## config.mk

```make
export PLATFORM = sky130hd
export DESIGN_NAME = muldiv_seq
export DESIGN_NICKNAME = d
export VERILOG_FILES = /design/src/rtl/muldiv_seq.sv
export SDC_FILE = /design/constraint.sdc
export NUM_CORES = 1
export LEC_CHECK = 0
export ABC_AREA = 1
export CORE_MARGIN = 3
export CORE_UTILIZATION = 60
export CTS_CLUSTER_DIAMETER = 200
export CTS_CLUSTER_SIZE = 28
export DETAILED_ROUTE_END_ITERATION = 8
export DONT_BUFFER_PORTS = 1
export PLACE_DENSITY = 0.84
export SYNTH_ARGS = -nofsm -noshare
export SYNTH_HDL_FRONTEND = slang
export SYNTH_SLANG_ARGS = --single-unit
```

## constraint.sdc

```tcl
create_clock -name clk -period 2.94 [get_ports clk]
set_input_delay 0.588 -clock clk [delete_from_list [all_inputs] [get_ports clk]]
set_output_delay 0.588 -clock clk [all_outputs]
set_load 0.01 [all_outputs]
```

## src/rtl/muldiv_seq.sv

```systemverilog
// muldiv_seq: multi-cycle unsigned multiply / restoring divide
// that borrows the shared execute-stage ALU via req/gnt.
`ifndef ALU_FUNC_W
`define ALU_FUNC_W 4
`endif
`ifndef ALU_ADD
`define ALU_ADD 4'd0
`endif
`ifndef ALU_SUB
`define ALU_SUB 4'd1
`endif
`ifndef FR_FLAG_W
`define FR_FLAG_W 4
`endif

module muldiv_seq #(
   parameter int DATA_W = 16,
   parameter int CF_BIT = 1
) (
   input  logic                   clk,
   input  logic                   rst_n,
   input  logic                   start,
   input  logic                   op,
   input  logic [DATA_W-1:0]      opa,
   input  logic [DATA_W-1:0]      opb,
   output logic                   busy,
   output logic                   done,
   output logic [DATA_W-1:0]      res_hi,
   output logic [DATA_W-1:0]      res_lo,
   output logic                   div0,
   output logic                   alu_req,
   input  logic                   alu_gnt,
   output logic [DATA_W-1:0]      alu_a,
   output logic [DATA_W-1:0]      alu_b,
   output logic [`ALU_FUNC_W-1:0] alu_func,
   input  logic [DATA_W-1:0]      alu_y,
   input  logic [`FR_FLAG_W-1:0]  alu_flags
);

   localparam int CNT_W = $clog2(DATA_W);

   typedef enum logic [1:0] {
      S_IDLE, S_REQ, S_RUN, S_DONE
   } state_t;

   state_t            state;
   state_t            state_nx;
   logic              is_div;
   logic [DATA_W-1:0] m;
   logic [DATA_W-1:0] hi;
   logic [DATA_W-1:0] lo;
   logic [DATA_W-1:0] hi_nx;
   logic [DATA_W-1:0] lo_nx;
   logic [DATA_W-1:0] s;
   logic [CNT_W-1:0]  cnt;
   logic              accept;
   logic              zero_div;
   logic              step;
   logic              last;
   logic              c;
   logic              take;
   logic              unused_flags;

   assign accept   = (state == S_IDLE) && start;
   assign zero_div = op && (opb == '0);
   assign step     = (state == S_RUN) && alu_gnt;
   assign last     = (cnt == CNT_W'(DATA_W - 1));
   assign s        = {hi[DATA_W-2:0], lo[DATA_W-1]};
   assign c        = alu_flags[CF_BIT];
   assign take     = hi[DATA_W-1] | ~c;
   assign unused_flags = &{1'b0, alu_flags};

   // state register
   always_ff @(posedge clk) begin
      if (!rst_n) state <= S_IDLE;
      else        state <= state_nx;
   end

   // next-state logic
   always_comb begin
      state_nx = state;
      unique case (state)
         S_IDLE: if (start) state_nx = zero_div ? S_DONE : S_REQ;
         S_REQ:  if (alu_gnt) state_nx = S_RUN;
         S_RUN:  if (step && last) state_nx = S_DONE;
         S_DONE: state_nx = S_IDLE;
         default: state_nx = S_IDLE;
      endcase
   end

   // ALU drive and status outputs
   always_comb begin
      busy     = (state != S_IDLE);
      done     = (state == S_DONE);
      alu_req  = (state == S_REQ) || (state == S_RUN);
      alu_a    = '0;
      alu_b    = '0;
      alu_func = `ALU_ADD;
      if (state == S_RUN) begin
         if (is_div) begin
            alu_func = `ALU_SUB;
            alu_a    = s;
            alu_b    = m;
         end else begin
            alu_a = hi;
            alu_b = lo[0] ? m : '0;
         end
      end
   end

   // one shift-add / restoring-divide step from the ALU result
   always_comb begin
      hi_nx = hi;
      lo_nx = lo;
      if (is_div) begin
         hi_nx = take ? alu_y : s;
         lo_nx = {lo[DATA_W-2:0], take};
      end else begin
         hi_nx = {c, alu_y[DATA_W-1:1]};
         lo_nx = {alu_y[0], lo[DATA_W-1:1]};
      end
   end

   // operand latch, iteration registers and held results
   always_ff @(posedge clk) begin
      if (!rst_n) begin
         is_div <= 1'b0;
         m      <= '0;
         hi     <= '0;
         lo     <= '0;
         cnt    <= '0;
         res_hi <= '0;
         res_lo <= '0;
         div0   <= 1'b0;
      end else if (accept) begin
         is_div <= op;
         m      <= op ? opb : opa;
         hi     <= '0;
         lo     <= op ? opa : opb;
         cnt    <= '0;
         div0   <= zero_div;
         if (zero_div) begin
            res_hi <= opa;
            res_lo <= '1;
         end
      end else if (step) begin
         hi  <= hi_nx;
         lo  <= lo_nx;
         cnt <= cnt + CNT_W'(1);
         if (last) begin
            res_hi <= hi_nx;
            res_lo <= lo_nx;
         end
      end
   end

endmodule

```

==> flow_summary.rst, run 1 <==
.. list-table::
   :header-rows: 1

   * - Metric
     - Value
   * - Run status
     - complete, no violations
   * - H-tree lvl count
     - 3
   * - First-pass iteration count of the detailed router
     - 6
   * - Via count
     - 5034
   * - Endpoints failing hold
     - 0
   * - Count of filler cells inserted in the layout
     - 771
   * - IO buf count
     - 0
   * - Cell with the most instances after synthesis
     - sky130_fd_sc_hd__nand2_1
   * - Via count of the first global-routing pass
     - approximately 4700
   * - Yosys Warn Count
     - 0
   * - Sequential area share after synthesis
     - 0.337
   * - Power share of the sequential group
     - 0.391
   * - Yosys top cell area share
     - 0.337
   * - Via/cell ratio
     - 5.57
   * - Post-route setup TNS
     - 0 ps
   * - Post-DRT Antenna Nets
     - 0
   * - Post-synthesis mux area share
     - 0.0537
   * - DR iter-0 viols
     - 307
   * - Global route total overflow
     - 0
   * - Adder and majority cell fraction of the synthesized area
     - 0.0144
   * - Kind of critical path
     - flop to primary output
   * - Tightest slew margin relative to the limit
     - 0.355
   * - Synthesis-stage register bit count
     - 88
   * - Setup Fix Bufs, Post-CTS
     - 0
   * - Number of antenna violations at the first check in global routing
     - 0
   * - Syn-to-layout area delta
     - 4.27%
   * - Hold-fix buffer count after cts
     - 0
   * - Total core area
     - roughly 0.0083 mm^2
   * - Time the worst path needs with I/O delays and setup
     - around 2700 ps
   * - Longest Clk Path Bufs
     - 2
   * - Unrepaired setup endpoints after global routing
     - false
   * - Net switching fraction of the power
     - 0.421
   * - Overall power of the completed layout
     - 3.84 mW
   * - Die height
     - 99.3 um
   * - CP required
     - about 2400 ps
   * - Standard cell area after detailed placement
     - 0.00524 mm^2
   * - Clock network fraction of total power
     - 0.227
   * - Post-Syn Area
     - approximately 0.0052 mm^2
   * - Maximum net fanout on the critical path
     - 18
   * - Number of instances in the synthesized netlist
     - about 800
   * - Main area contributors after synthesis
     - sky130_fd_sc_hd__dfxtp_1 34%, sky130_fd_sc_hd__nand2_1 13%, sky130_fd_sc_hd__inv_1 10%
   * - Yosys cell types
     - 33
   * - Most frequent cells after synthesis
     - 187 x sky130_fd_sc_hd__nand2_1, 141 x sky130_fd_sc_hd__inv_1, 88 x sky130_fd_sc_hd__dfxtp_1
   * - Global placement routability congestion
     - between 0.9 and 1
   * - Total global routing track utilization
     - 0.283
   * - Clk_skew
     - 8.15 ps
   * - Startpoint type of the worst setup path
     - flop
   * - Compound-Gate Fraction of Synth Area
     - 0.171
   * - Number of synthesized flops with an enable pin
     - 0
   * - Die ar.
     - between 0.009 and 0.01 mm^2
   * - Static Leakage
     - between 2 and 3 nW
   * - Number of I/O pins
     - between 100 and 150
   * - Top flip-flop cell by instance count after synthesis
     - sky130_fd_sc_hd__dfxtp_1
   * - Synthesized-area fraction occupied by and/or/nand/nor cells
     - 0.266
   * - Fraction of layout instances using a drive strength above 1
     - 0.0752
   * - Detailed-route DRC error count
     - 0
   * - Number of max-cap violations
     - 0
   * - TritonCTS clock tree
     - built
   * - Type of destination of the critical path
     - primary output
   * - Chip width
     - between 90 and 100 um
   * - Endpoints failing setup
     - 0
   * - Clock sink count
     - a little under 90
   * - Dominant combinational cell family by area after synthesis
     - simple AND/OR/NAND/NOR gates
   * - Data arrival time of the critical path
     - 2080 ps
   * - Clk pin slew, worst setup/hold paths
     - ~90 ps
   * - Area of all placed cells without fillers
     - between 0.005 and 0.006 mm^2
   * - Wire length after detailed routing
     - between 10000 and 15000 um
   * - Clock insertion delay at the later pin of the skew report
     - ~360 ps
   * - Max-slew violations
     - 0
   * - Switching power of the nets
     - 1.62 mW
   * - Number of nets in the layout
     - around 860
   * - Number of gates resized after CTS
     - 0
   * - Final Util
     - 0.653
   * - Worst vdd ir
     - ~390 uV
   * - Number of diodes
     - 0
   * - Initial Utilization
     - 0.626
   * - Number of placement rows
     - 33
   * - Routed wire length per instance
     - 15.4 um
   * - Max Fclk
     - approximately 0.37 GHz
   * - Classification of the worst-slack hold path
     - input pin to flop
   * - Internal power summed over all cells
     - ~2.2 mW
   * - Avg Synthesized Cell Area
     - between 6 and 7 um^2
   * - DP Wirelength
     - 10200 um
   * - Largest net degree at the start of global routing
     - 53
   * - Power per unit of standard cell area
     - a little over 700 mW/mm^2
   * - Root Buffer Master
     - sky130_fd_sc_hd__clkbuf_8
   * - Worst Tran Pin Value
     - a little under 1000 ps
   * - Share of synthesized flip-flops with an asynchronous set or reset
     - 0
   * - Global-route wire length before repair
     - 22700 um
   * - Post-route fraction of the period consumed by the critical path
     - 0.909
   * - Area leader, netlist
     - sky130_fd_sc_hd__dfxtp_1
   * - Logic gate share of total power
     - 0.382
   * - Number of buffers inserted during clock tree synthesis
     - 9
   * - XOR/XNOR Fraction of Synth Area
     - 0
-- cell usage in the layout (no fill, tap or decap), drive strengths merged, types with 3 or more instances in the layout --
cell,count
a21oi,68
buf,21
clkbuf,9
clkinvlp,4
conb,3
dfxtp,88
ha,6
inv,146
mux2i,28
nand2,193
nand3,58
nor2,51
nor3,17
o21ai,79
o22ai,16
-- critical path, stage by stage, from the launching register on --
cell	delay, ps
sky130_fd_sc_hd__dfxtp_1	350
sky130_fd_sc_hd__inv_1	110
sky130_fd_sc_hd__ha_1	220
sky130_fd_sc_hd__clkinv_1	460
sky130_fd_sc_hd__nor3_1	390
sky130_fd_sc_hd__buf_4	180
-- kinds of logic (layout without fill, tap and decap cells) --
| logic type | Yosys count | after routing |
|---|---|---|
| other cells | 1 | 3 |
| fa+ha+maj | 6 | 6 |
| buf+inv | 200 | 182 |
| flops | 88 | 88 |
| simple gates | 321 | 321 |
| mux | 28 | 28 |
| compound gates | 170 | 170 |
-- layout make-up --
| cell class | count | area [um^2] | share of cell area |
|---|---|---|---|
| Sequential cell | 88 | 1760 | 0.324 |
| Tap cell | 105 | 131 | 0.0241 |
| Clock inverter | 7 | 77.6 | 0.0142 |
| Timing Repair Buffer | 21 | 158 | 0.0290 |
| Clock buffer | 9 | 124 | 0.0228 |
| Multi-Input combinational cell | 528 | 2650 | 0.486 |
| Inverter | 145 | 544 | 0.100 |
-- sequential cells by signal, summed over array words and instances (netlist names) --
| name | count |
|---|---|
| res_hi | 16 |
| state | 2 |
| hi | 16 |
| is_div | 1 |
| cnt | 4 |
| lo | 16 |
| m | 16 |
| div0 | 1 |
| res_lo | 16 |
-- routing by layer --
| metal | wire [um] | vias up | track usage |
|---|---|---|---|
| li1 | - | 2519 | - |
| met5 | 0 | - | 0 |
| met2 | 6630 | 233 | 0.474 |
| met1 | 5290 | 2254 | 0.340 |
| met3 | 1710 | 28 | 0.107 |
| met4 | 313 | 0 | 0.0819 |
-- path summary, 6_finish.rpt --
path                               start    endpoint  slack, ps  cells after the start
worst max-delay path            state[0]   alu_b[14]        270                      5
worst min-delay path               rst_n  res_lo[15]        350                      2
worst max register to register  state[0]  res_hi[10]        550                     10
worst min register to register      m[8]        m[8]        490                      2
-- power by group through the flow --
| stage | clock, mW | combinational, mW | sequential (mW) |
|---|---|---|---|
| floorplan | 0 | 1.20 | 1.48 |
| global placement | 0 | 1.39 | 1.51 |
| detailed placement | 0 | 1.44 | 1.52 |
| CTS | 0.876 | 1.45 | 1.50 |
| global route | 0.938 | 1.67 | 1.52 |
| finish | 0.872 | 1.46 | 1.50 |
-- per-stage QoR --
step / hold slack [ps] / cells / setup WS, ps
floorplan: 453 / 816 / 950
global placement: 467 / 887 / 682
detailed placement: 474 / 887 / 591
CTS: 333 / 903 / 261
global route: 327 / 903 / 103
finish: 349 / 903 / 269
Power figures use the tool's default switching activity.
==> run 2: changes to the inputs <==
--- a/config.mk
+++ b/config.mk
@@ -6,8 +6,9 @@
 export NUM_CORES = 1
 export LEC_CHECK = 0
 export ABC_AREA = 1
+export ABC_CLOCK_PERIOD_IN_PS = 2190
 export CORE_MARGIN = 3
-export CORE_UTILIZATION = 60
+export CORE_UTILIZATION = 58
 export CTS_CLUSTER_DIAMETER = 200
 export CTS_CLUSTER_SIZE = 28
 export DETAILED_ROUTE_END_ITERATION = 8
==> constraint.sdc (replaced) <==
create_clock -name clk -period 2.19 [get_ports clk]
set_input_delay 0.438 -clock clk [delete_from_list [all_inputs] [get_ports clk]]
set_output_delay 0.438 -clock clk [all_outputs]
set_load 0.01 [all_outputs]
==> run 2 against run 1 <==
Effect of this change:
- non-clock buffer count is 8 higher
- first-iteration DRC count increased by 9.4%
- register-to-register slack worse by 320 ps
- critical path type unchanged
- sequential power increased by 35%
- worst setup slack worse by 180 ps
- clock skew is 4.6 ps higher
- global-route usage is 0.21 points lower
==> flow_summary.rst, run 2 (synthesis gave the netlist of run 1 again) <==
.. list-table::
   :header-rows: 1

   * - Metric
     - Value
   * - Hold path startpoint
     - rst_n
   * - Wire length after detailed routing
     - 14400 um (+3.3%)
   * - Post-DRT Antenna Nets
     - 0 (unchanged)
   * - Register-to-register setup slack
     - 230 ps (-320 ps)
   * - Classification of the worst-slack hold path
     - input pin to flop
   * - Number of max-cap violations
     - 0 (unchanged)
   * - Longest Clk Path Bufs
     - 2 (unchanged)
   * - Type of destination of the critical path
     - primary output
   * - Number of nets in the layout
     - 864 (+0.93%)
   * - Endpoints failing hold
     - 0 (unchanged)
   * - Largest net degree at the start of global routing
     - 53 (unchanged)
   * - Global-route wire length before repair
     - 22600 um (-0.45%)
   * - Clock insertion delay at the later pin of the skew report
     - 370 ps (about the same)
   * - Total global routing track utilization
     - 0.281 (-0.00213)
   * - Number of placement rows
     - 33 (unchanged)
   * - DP Wirelength
     - 10600 um (+3.2%)
   * - Power per unit of standard cell area
     - 936 mW/mm^2 (+33%)
   * - Number of diodes
     - 0 (unchanged)
   * - Kind of critical path
     - flop to primary output
   * - Worst Tran Pin Value
     - 762 ps (-202 ps)
   * - Static Leakage
     - 2.89 nW (+1.5%)
   * - Run status
     - complete, no violations
   * - Post-route fraction of the period consumed by the critical path
     - 0.961
   * - Worst setup path startpoint
     - state[0]
   * - Number of antenna violations at the first check in global routing
     - 0 (unchanged)
   * - Setup Fix Bufs, Post-CTS
     - 0 (unchanged)
   * - DR iter-0 viols
     - 336 (+9.4%)
   * - Detailed-route DRC error count
     - 0 (unchanged)
   * - Tightest slew margin relative to the limit
     - 0.491 (+0.136)
   * - Most common cell after layout, fill and taps aside
     - sky130_fd_sc_hd__nand2_1
   * - Endpoints failing setup
     - 0 (unchanged)
   * - Syn-to-layout area delta
     - 5.94%
   * - Critical Path Slowest Stage Cell
     - sky130_fd_sc_hd__dfxtp_1
   * - H-tree lvl count
     - 3 (unchanged)
   * - Clk_skew
     - 12.7 ps (+4.55 ps)
   * - Unrepaired setup endpoints after global routing
     - false
   * - Worst reg2reg path startpoint
     - state[1]
   * - Via count
     - 5083 (+0.97%)
   * - Worst hold slack
     - 191 ps (-159 ps)
   * - Routed wire length per instance
     - 15.8 um (+2.4%)
   * - Max Fclk
     - 0.475 GHz
   * - Most common cell type on the critical path
     - sky130_fd_sc_hd__buf_4
   * - Number of I/O pins
     - 129 (unchanged)
   * - Worst vdd ir
     - 540 uV (+38%)
   * - Root Buffer Master
     - sky130_fd_sc_hd__clkbuf_8
   * - Total instance count after detailed placement
     - 895 (+0.90%)
   * - Global placement routability congestion
     - 0.958 (+0.79%)
   * - Via/cell ratio
     - 5.58 (about the same)
   * - Fraction of layout instances using a drive strength above 1
     - 0.0955 (+0.0203)
   * - Startpoint type of the worst setup path
     - flop
   * - Post-route setup TNS
     - 0 ps (unchanged)
   * - Initial Utilization
     - 0.617 (-0.00916)
   * - IO buf count
     - 0 (unchanged)
   * - Global route total overflow
     - 0 (unchanged)
   * - Non-filler instance count after layout
     - 911 (+0.89%)
   * - Area of all placed cells without fillers
     - 0.00553 mm^2 (+1.6%)
   * - Clock sink count
     - 88 (unchanged)
   * - First-pass iteration count of the detailed router
     - 6 (unchanged)
   * - CP required
     - 1750 ps (-600 ps)
   * - Peak per-stage delay on the critical path
     - 360 ps (-100 ps)
   * - Max-slew violations
     - 0 (unchanged)
   * - Data arrival time of the critical path
     - 1670 ps (-410 ps)
   * - Time the worst path needs with I/O delays and setup
     - around 2100 ps
   * - Chip width
     - 101 um (+1.6%)
   * - Commonest non-fill, non-tap cells in the layout
     - 185 x sky130_fd_sc_hd__nand2_1, 140 x sky130_fd_sc_hd__inv_1, 88 x sky130_fd_sc_hd__dfxtp_1, 78 x sky130_fd_sc_hd__o21ai_0, 67 x sky130_fd_sc_hd__a21oi_1
   * - Standard cell area after detailed placement
     - 0.00530 mm^2 (+1.1%)
   * - Die ar.
     - 0.0102 mm^2 (+3.2%)
   * - Total core area
     - 0.00846 mm^2 (+1.5%)
   * - TritonCTS clock tree
     - built
   * - Final Util
     - 0.654 (+0.000796)
   * - Number of buffers inserted during clock tree synthesis
     - 9 (unchanged)
   * - Die height
     - 101 um (+1.6%)
   * - Maximum net fanout on the critical path
     - 18 (unchanged)
   * - Via count of the first global-routing pass
     - 4697 (+0.60%)
   * - CP Cell Sequence
     - inv_2 > ha_4 > clkinv_1 > buf_4 > nor3_1 > buf_4
   * - Clk pin slew, worst setup/hold paths
     - 100 ps (about the same)
-- run 2: metrics by stage --
step                      setup slack [ps]  power [mW]
after floorplan                        350        3.60
after global placement                 383        3.93
after detailed placement               263        4.02
after CTS                             2.35        5.12
after global routing                  15.5        5.53
final                                 85.8        5.18
-- run 2: what timing repair did --
action / in CTS / in global routing
setup endpoints to repair: 21 / 30
hold buffers: 0 / 0
resized for setup: 2 / 8
cloned: 0 / 0
-- run 2: worst max-delay path: cells and delay by family, from the launching register on --
kind,cells,cell delay (ps)
buf+inv,4,540
simple gates,1,220
flops,1,360
fa+ha+maj,1,180
-- run 2: final cells by class --
| type | instances | area [um^2] |
|---|---|---|
| sequential | 88 | 1760 |
| multi-input combinational | 528 | 2690 |
| clock inverter | 7 | 63.8 |
| tap | 105 | 131 |
| fill | 742 | 2930 |
| timing repair buffer | 29 | 218 |
| clock buffer | 9 | 124 |
| inverter | 145 | 544 |
-- run 2: final timing paths --
| kind | to | cells after the start |
|---|---|---|
| worst max-delay path | alu_b[10] | 6 |
| worst min-delay path | res_hi[8] | 2 |
| worst max register to register | res_hi[10] | 9 |
| worst min register to register | m[0] | 2 |
-- run 2: layer usage --
| metal | GRT usage | share of wire |
|---|---|---|
| met5 | 0 | 0 |
| met4 | 0.116 | 0.025 |
| met3 | 0.0789 | 0.11 |
| met2 | 0.477 | 0.48 |
| met1 | 0.332 | 0.39 |
-- run 2: power breakdown --
part	switching (mW)	internal (mW)	total (mW)
Combinational	1.42	0.635	2.05
Sequential	0.166	1.85	2.02
Clock	0.666	0.438	1.10
Total	2.25	2.93	5.18
